## config.mk

```make
export PLATFORM = sky130hd
export DESIGN_NAME = scc_tone_counter
export DESIGN_NICKNAME = d
export VERILOG_FILES = /design/src/rtl/scc_tone_counter.sv
export SDC_FILE = /design/constraint.sdc
export NUM_CORES = 1
export LEC_CHECK = 0
export CELL_PAD_IN_SITES_DETAIL_PLACEMENT = 0
export CELL_PAD_IN_SITES_GLOBAL_PLACEMENT = 2
export CORE_UTILIZATION = 37
export CTS_CLUSTER_DIAMETER = 60
export DETAILED_ROUTE_END_ITERATION = 6
export GPL_TIMING_DRIVEN = 0
export PLACE_DENSITY_LB_ADDON = 0.1
export REMOVE_ABC_BUFFERS = 1
export SLEW_MARGIN = 0
export SYNTH_ARGS = -nofsm -noshare
export SYNTH_HDL_FRONTEND = slang
export SYNTH_SLANG_ARGS = --single-unit
export TNS_END_PERCENT = 100
```

## constraint.sdc

```tcl
create_clock -name clk -period 2.8 [get_ports clk]
set_clock_uncertainty 0.15 [all_clocks]
set_input_delay 0.56 -clock clk [delete_from_list [all_inputs] [get_ports clk]]
set_output_delay 0.56 -clock clk [all_outputs]
set_load 0.005 [all_outputs]
```

## src/rtl/scc_tone_counter.sv

```systemverilog
// scc_tone_counter
// Time-multiplexed tone sequencer for a five-channel wave table sound block.
// The block steps through six slots (channels A..E plus one idle slot). On the
// enable tick after a channel's slot is shown on `active`, it processes that
// channel together with the frequency register selected by that slot. Each
// channel has a 12-bit period down-counter and a 5-bit waveform pointer. Every
// channel service issues one wave-memory read request.
module scc_tone_counter #(
    parameter int MIN_FREQ = 9
) (
    input  logic        clk,
    input  logic        reset,
    input  logic        enable,
    output logic [2:0]  active,
    input  logic [11:0] reg_frequency_count0,
    input  logic        reg_wave_reset,
    input  logic        clear_counter_a0,
    input  logic        clear_counter_b0,
    input  logic        clear_counter_c0,
    input  logic        clear_counter_d0,
    input  logic        clear_counter_e0,
    output logic        wave_read,
    output logic [2:0]  wave_id,
    output logic [4:0]  wave_address
);

    localparam int          NCH       = 5;
    localparam logic [2:0]  IDLE_SLOT = 3'd5;
    localparam logic [11:0] MIN_F     = 12'(MIN_FREQ);

    // Slot that follows s in the repeating order 0,1,2,3,4,5,0...
    function automatic logic [2:0] slot_after(input logic [2:0] s);
        return (s >= IDLE_SLOT) ? 3'd0 : s + 3'd1;
    endfunction

    // Slot sequencer and the one-tick-late copy of the slot, which lines up
    // with the frequency value the register file returns for it.
    logic [2:0] active_q;
    logic [2:0] active_d;
    logic [2:0] slot_q;

    // Per-channel tone state.
    logic [11:0]    cnt_q [NCH];
    logic [4:0]     ptr_q [NCH];
    logic [NCH-1:0] rpend_q;
    logic [NCH-1:0] rpend_d;
    logic [NCH-1:0] ppend_q;
    logic [NCH-1:0] ppend_d;

    // Request output registers.
    logic           wave_read_q;
    logic [2:0]     wave_id_q;
    logic [4:0]     wave_address_q;

    // Decode of the current tick.
    logic [NCH-1:0] clr;
    logic           proc;
    logic [NCH-1:0] svc;
    logic [11:0]    cur_cnt;
    logic [4:0]     cur_ptr;
    logic           cur_rp;
    logic           cur_pp;
    logic [11:0]    cnt_d;
    logic [4:0]     ptr_d;

    assign clr = {clear_counter_e0, clear_counter_d0, clear_counter_c0,
                  clear_counter_b0, clear_counter_a0};

    // A channel is processed only on an enable tick whose delayed slot is a
    // real channel; the idle slot does nothing.
    assign proc = enable && (slot_q < IDLE_SLOT);

    // Next slot to show on `active`.
    always_comb begin
        active_d = slot_after(active_q);
    end

    // Slot sequencer: advance `active` and its delayed copy on every tick.
    always_ff @(posedge clk) begin
        if (reset) begin
            active_q <= 3'd0;
            slot_q   <= IDLE_SLOT;
        end else if (enable) begin
            active_q <= active_d;
            slot_q   <= active_q;
        end
    end

    // Select the state of the channel being serviced and flag it one-hot.
    always_comb begin
        cur_cnt = '0;
        cur_ptr = '0;
        cur_rp  = 1'b0;
        cur_pp  = 1'b0;
        svc     = '0;
        for (int c = 0; c < NCH; c++) begin
            if (slot_q == 3'(c)) begin
                cur_cnt = cnt_q[c];
                cur_ptr = ptr_q[c];
                cur_rp  = rpend_q[c];
                cur_pp  = ppend_q[c];
                svc[c]  = proc;
            end
        end
    end

    // Service rules in priority order: pending reload, frozen below the
    // minimum frequency, period expiry with pointer step, plain countdown.
    always_comb begin
        cnt_d = cur_cnt;
        ptr_d = cur_ptr;
        if (cur_rp) begin
            cnt_d = reg_frequency_count0;
            if (cur_pp) begin
                ptr_d = 5'd0;
            end
        end else if (reg_frequency_count0 < MIN_F) begin
            cnt_d = cur_cnt;
            ptr_d = cur_ptr;
        end else if (cur_cnt == 12'd0) begin
            cnt_d = reg_frequency_count0;
            ptr_d = cur_ptr + 5'd1;
        end else begin
            cnt_d = cur_cnt - 12'd1;
        end
    end

    // Pending flags: a service consumes the flags it saw, while a strobe in
    // the same clk is captured afresh so it lands on the following service.
    always_comb begin
        rpend_d = (rpend_q & ~svc) | clr;
        ppend_d = (ppend_q & ~svc) | (clr & {NCH{reg_wave_reset}});
    end

    // Pending flags are sampled on every clk, independent of enable.
    always_ff @(posedge clk) begin
        if (reset) begin
            rpend_q <= '0;
            ppend_q <= '0;
        end else begin
            rpend_q <= rpend_d;
            ppend_q <= ppend_d;
        end
    end

    // Write back the serviced channel's counter and pointer.
    always_ff @(posedge clk) begin
        if (reset) begin
            for (int c = 0; c < NCH; c++) begin
                cnt_q[c] <= '0;
                ptr_q[c] <= '0;
            end
        end else begin
            for (int c = 0; c < NCH; c++) begin
                if (svc[c]) begin
                    cnt_q[c] <= cnt_d;
                    ptr_q[c] <= ptr_d;
                end
            end
        end
    end

    // Read request: one-clk pulse carrying the freshly updated pointer; the
    // id/address hold between requests.
    always_ff @(posedge clk) begin
        if (reset) begin
            wave_read_q    <= 1'b0;
            wave_id_q      <= 3'd0;
            wave_address_q <= 5'd0;
        end else begin
            wave_read_q <= proc;
            if (proc) begin
                wave_id_q      <= slot_q;
                wave_address_q <= ptr_d;
            end
        end
    end

    assign active       = active_q;
    assign wave_read    = wave_read_q;
    assign wave_id      = wave_id_q;
    assign wave_address = wave_address_q;

endmodule

```

# --- Yosys cells after proc, flatten, opt, wreduce, memory -nomap -nowiden ---
# Memory sizes are Yosys's and may differ from the RTL's.
# Cells that the tools add are included.
word_totals:
  reg_bits: 25
  mem_bits_rw: 85
  n_memories: 2
mem_list:
  columns: ["memory", "words", "width", "read_ports", "rd_clocked_by_memory_dff", "wr", "line", "source"]
  rows:
  - ["cnt_q", 5, 12, 5, 0, 5, "43", "logic [11:0] cnt_q [NCH];"]
  - ["ptr_q", 5, 5, 5, 0, 5, "44", "logic [4:0] ptr_q [NCH];"]
classes:
  add_sub_neg: 3
  n_lt_le_gt_ge: 3
  n_eq_ne: 4
  mux: 60
  bitwise_logic: 16
  n_reduce_logical: 3
op_table:
  columns: ["cell", "n"]
  rows:
  - ["2-to-1 mux 12 bit", 13]
  - ["2-to-1 mux 5 bit", 14]
  - ["2-to-1 mux 1 bit", 32]
  - ["AND 5 bit", 3]
  - ["logical NOT 12 bit", 1]
  - ["less-than comparator 12 x 4 -> 1 bit (second input constant)", 1]
  - ["subtractor 12 x 1 -> 12 bit (second input constant)", 1]
  - ["bitwise OR 1 bit", 10]
  - ["bitwise OR 5 bit", 2]
  - ["== test 3 x 2 -> 1 bit (second input constant)", 2]
  - ["adder 5 x 1 -> 5 bit (second input constant)", 1]
  - ["NOT 5 bit", 1]
  - ["adder 3 x 1 -> 3 bit (second input constant)", 1]
  - ["== test 3 x 1 -> 1 bit (second input constant)", 1]
  - ["== test 3 bit (second input constant)", 1]
  - [">= comparator 3 bit (second input constant)", 1]
  - ["logical NOT 3 bit", 1]
  - ["less-than comparator 3 bit (second input constant)", 1]
  - ["2-to-1 mux 3 bit", 1]
  - ["logical AND 1 bit", 1]

# --- Logic depth before layout (Yosys ltp) ---
logic_depth:
  depth_word: 11
  depth_mapped: 13
  mapped_depth_nobuf: 9

# --- Worst setup path before layout ---
# OpenSTA, ideal clock, no wires.
synth_path:
  path_type: "register to register"
  startpoint: "reg slot_q[1]"
  endpoint: "mem ptr_q[2][3], in the netlist ptr_q[0][13], data pin"
  setup_ps: 294
  t_arrival_ps: 2513
  required_ps: 2356
  slack_ps: -157
  stages_incl_launch_ff: 14
  synth_period_minus_slack_ps: 2957
  path_cell_list: "dfxtp_1 > buf_6 > buf_6 > buf_4 > mux2i_1 > o2bb2ai_1 > o21ai_2 > ha_1 > and4_1 > and4bb_1 > buf_6 > nor4b_4 > xor2_1 > o21ai_0"
synth_lines:
  columns: ["element", "line", "source"]
  rows:
  - ["from (decl)", "40", "logic [2:0] slot_q;"]
  - ["from (signal assigned)", "85", "slot_q <= active_q;"]
  - ["to (decl)", "44", null]

==> impl_metrics.yaml <==
timing:
  worst_slack_ns: -0.162
  clock.fmax_mhz: 338
  timing_hold_violations_final: 0
  layout_min_cycle_time_ns: 2.96
  finalCritPeriodShare_pct: 106
  drv_slew: 0
  grt_setup_unrepaired: "yes"
  tightest_slew_ns: 1.19
  finalSetupViolCount: 80
  relSlewSlack_pct: 20.7
  whs_ns: 0.315
critical_path:
  reg2reg_slack_ns: -0.16
  criticalPathCategory: "reg2reg"
  cp-end-kind: "register"
  crit_start: "slot_q[1]"
  cp_cell_sequence: "buf_8, mux2_2, a221oi_4, nand4_4, buf_6, o41ai_4, buf_6, mux2i_4, nor2_4"
  critPathMaxStageDelay_ns: 0.42
  cp.arrival_ns: 2.90
  r2r-start: "slot_q[1]"
  crit_path_frequent_cell: "buf_6"
  ff2ff_path_depth: 9
  required_ns: 2.74
  cp_slowest_cell: "dfxtp_4"
  cp-start-kind: "register"
  rr_endpoint: "cnt_q[0][32]"
  crit_fanout: 7
power:
  power.internal_mw: 3.03
  pwr-share-clk_pct: 33.7
  ir_worst_vdd_uv: 398
  p_comb_share_pct: 18.3
  totalPowerFinal_mw: 4.01
  power.switching_mw: 0.976
  pwr_density_cell_mw_per_mm2: 601
  p_leak_nw: 2.41
  p_sw_share_pct: 24.3
  seq_power_share_pct: 48.0
die:
  io_pins: 33
  die_y_um: 119
  row_count: 42
  start_util_pct: 38.1
  coreArea_mm2: 0.0133
  dieWidth_um: 119
  dieArea_mm2: 0.0142
yosys:
  avgSynthCellArea_um2: 12.9
  yosysSeqAreaShare_pct: 60.0
  synth_area_mm2: 0.00509
  async_flop_share_pct: 0
  syn_inst: 396
  yosysWarnings: 0
  synth_cell_types: 62
  yosys_most_used_dff: "edfxtp_1"
  synth_edf_count: 85
  ys_ff_latch: 110
global_routing:
  grt.total_usage_pct: 18.5
  grt_max_degree: 27
  grt_pass1_wl_mm: 19.3
  grt_pass1_vias: 3356
  antenna_found_initial: 0
  overflow: 0
place:
  dp.final_hpwl_mm: 7.59
  numPortBuffers: 32
  postPlaceCellArea_mm2: 0.00551
  place_ws_ns: -1.32
  place_congestion: 0.731
drt:
  ant_nets: 0
  post_drt_wl_per_cell_um: 19.4
  drc: 0
  totalWireLength_mm: 12.6
  drtIter0Drc: 143
  first_pass_iters: 4
  viasPerCell: 5.26
  num_vias: 3416
cells_and_area:
  final_nets: 495
  multi_input_area_mm2: 0.00218
  final_area_mm2: 0.00667
  seqCellArea_mm2: 0.00306
  num_antenna_cells: 0
  drive_gt1_share_pct: 29.5
  syn2layout_area_growth_pct: 31.1
  finalCoreUtilization_pct: 50.0
  fillCellCount: 1206
cts:
  cts_sinks: 110
  clk_path_buf_depth: 2
  cts.htree.levels: 3
  clk_latency_ns: 0.36
  cts_root_buf: "clkbuf_16"
  clk_pin_slew_ns: 0.07
  cts_hold_buf: 0
  cts_buffers: 9
  cts_tree: "done"
hold_path:
  hold_start: "wave_address[0]"
  hold_depth: 1
  hp-class: "reg2reg"
  holdPathEnd: "wave_address[0]"
job:
  maxCapViolCount: 0
run_status:
  outcome: "complete, but fails checks"
  violations: "negative setup slack"
==> per-stage QoR <==
stage | TNS (ns) | instances
3_5_place_dp | -150.54 | 581
4_1_cts | -16.30 | 626
3_3_place_gp | -325.00 | 580
2_1_floorplan | -91.42 | 372
5_1_grt | -18.53 | 650
6_report | -8.10 | 650
==> worst max-delay path: cells and delay by family, from the launching register on <==
family	cells	cell delay (ns)
muxes	2	0.62
DFF	1	0.42
AOI/OAI and AO/OA	2	0.75
buffers and inverters	3	0.52
and+or+nand+nor	2	0.24
==> cell usage after synthesis (4+ instances only) <==
master    instances  area [um2]
mux4_2            5         113
a21oi_1          19        95.1
nor2_1           32         120
ha_1              5        62.6
xor2_1            4        35.0
edfxtp_1         85        2550
mux2_2            4        45.0
buf_6             4        45.0
nand2_1          26        97.6
mux2i_1          31         310
buf_2             7        35.0
dfxtp_1          25         500
and3_1            6        37.5
clkbuf_1          8        30.0
nand2b_1          8        50.1
o211ai_1          4        30.0
inv_1             8        30.0
o21ai_0          15        75.1
a22oi_1           9        67.6
a21o_1            5        37.5
buf_4             4        30.0
nand3_1          11        55.1
nor2b_1           7        43.8
==> how the worst max path moves through the flow <==
stage,slack (ns),cells past startpoint,endpoint
6_report,-0.16,9,cnt_q[0][32]
4_1_cts,-0.24,10,cnt_q[0][32]
3_5_place_dp,-1.32,8,cnt_q[0][22]
5_1_grt,-0.29,11,wave_address[2]
2_1_floorplan,-1.11,9,cnt_q[0][14]
3_3_place_gp,-2.71,9,cnt_q[0][22]
==> cells in the final DEF, fill, tap and decap left out, drive strengths merged, types with 3 or more instances in the layout <==
cell,count
a21o,5
nor2b,7
o31ai,3
and3,6
xor2,4
nand2b,9
or2,3
inv,7
mux2i,31
ha,5
o22ai,4
xnor2,3
buf,54
o21ai,19
nand4,4
edfxtp,85
a221oi,6
mux2,5
o211ai,4
clkbuf,16
a21oi,20
nor2,33
nand3,11
a22oi,9
dfxtp,25
o21bai,3
nand3b,3
clkdlybuf4s50,30
mux4,5
nand2,26
==> registers in the layout, indices dropped and copies added (netlist names) <==
signal and count:
wave_read 1, rpend_q 5, cnt_q 60, wave_address 5
slot_q 3, active 3, ppend_q 5, wave_id 3
ptr_q 25
==> layout make-up <==
cell class	instances	share of cell area, %
Multi-Input combinational cell	254	32.7
Inverter	8	0.506
Clock inverter	1	0.0750
Sequential cell	110	45.9
Timing Repair Buffer	86	12.7
Clock buffer	15	4.87
Tap cell	176	3.30
==> timing repair <==
item                       in CTS  in global routing
setup endpoints to repair     175                105
buffers inserted               27                 26
gates resized for setup        60                 38
gates cloned                    2                  0
pin swaps                      14                 23
==> power by group through the flow <==
| stage | combinational, mW | clock (mW) | sequential, mW |
|---|---|---|---|
| floorplan | 0.325 | 0 | 1.95 |
| global placement | 0.485 | 0 | 1.97 |
| detailed placement | 0.495 | 0 | 1.97 |
| CTS | 0.638 | 1.38 | 1.93 |
| global route | 0.794 | 1.43 | 1.93 |
| finish | 0.736 | 1.35 | 1.92 |
==> logic make-up (layout without fill, tap and decap cells) <==
kind of cell | Yosys count | after routing | share of synthesized area (%)
flops | 110 | 110 | 60.0
fa+ha+maj | 5 | 5 | 1.23
buf+inv | 32 | 110 | 3.42
simple gates | 112 | 112 | 11.6
compound gates | 89 | 89 | 13.1
xor+xnor | 7 | 7 | 1.20
mux | 41 | 41 | 9.41
==> metal layers <==
| layer | global-route usage [%] | share of wire, % |
|---|---|---|
| met5 | 0 | 0 |
| met4 | 8.07 | 2.2 |
| met2 | 29.6 | 48 |
| met3 | 3.11 | 2.4 |
| met1 | 24.5 | 47 |
No activity file was read; power rests on OpenSTA's default activity.
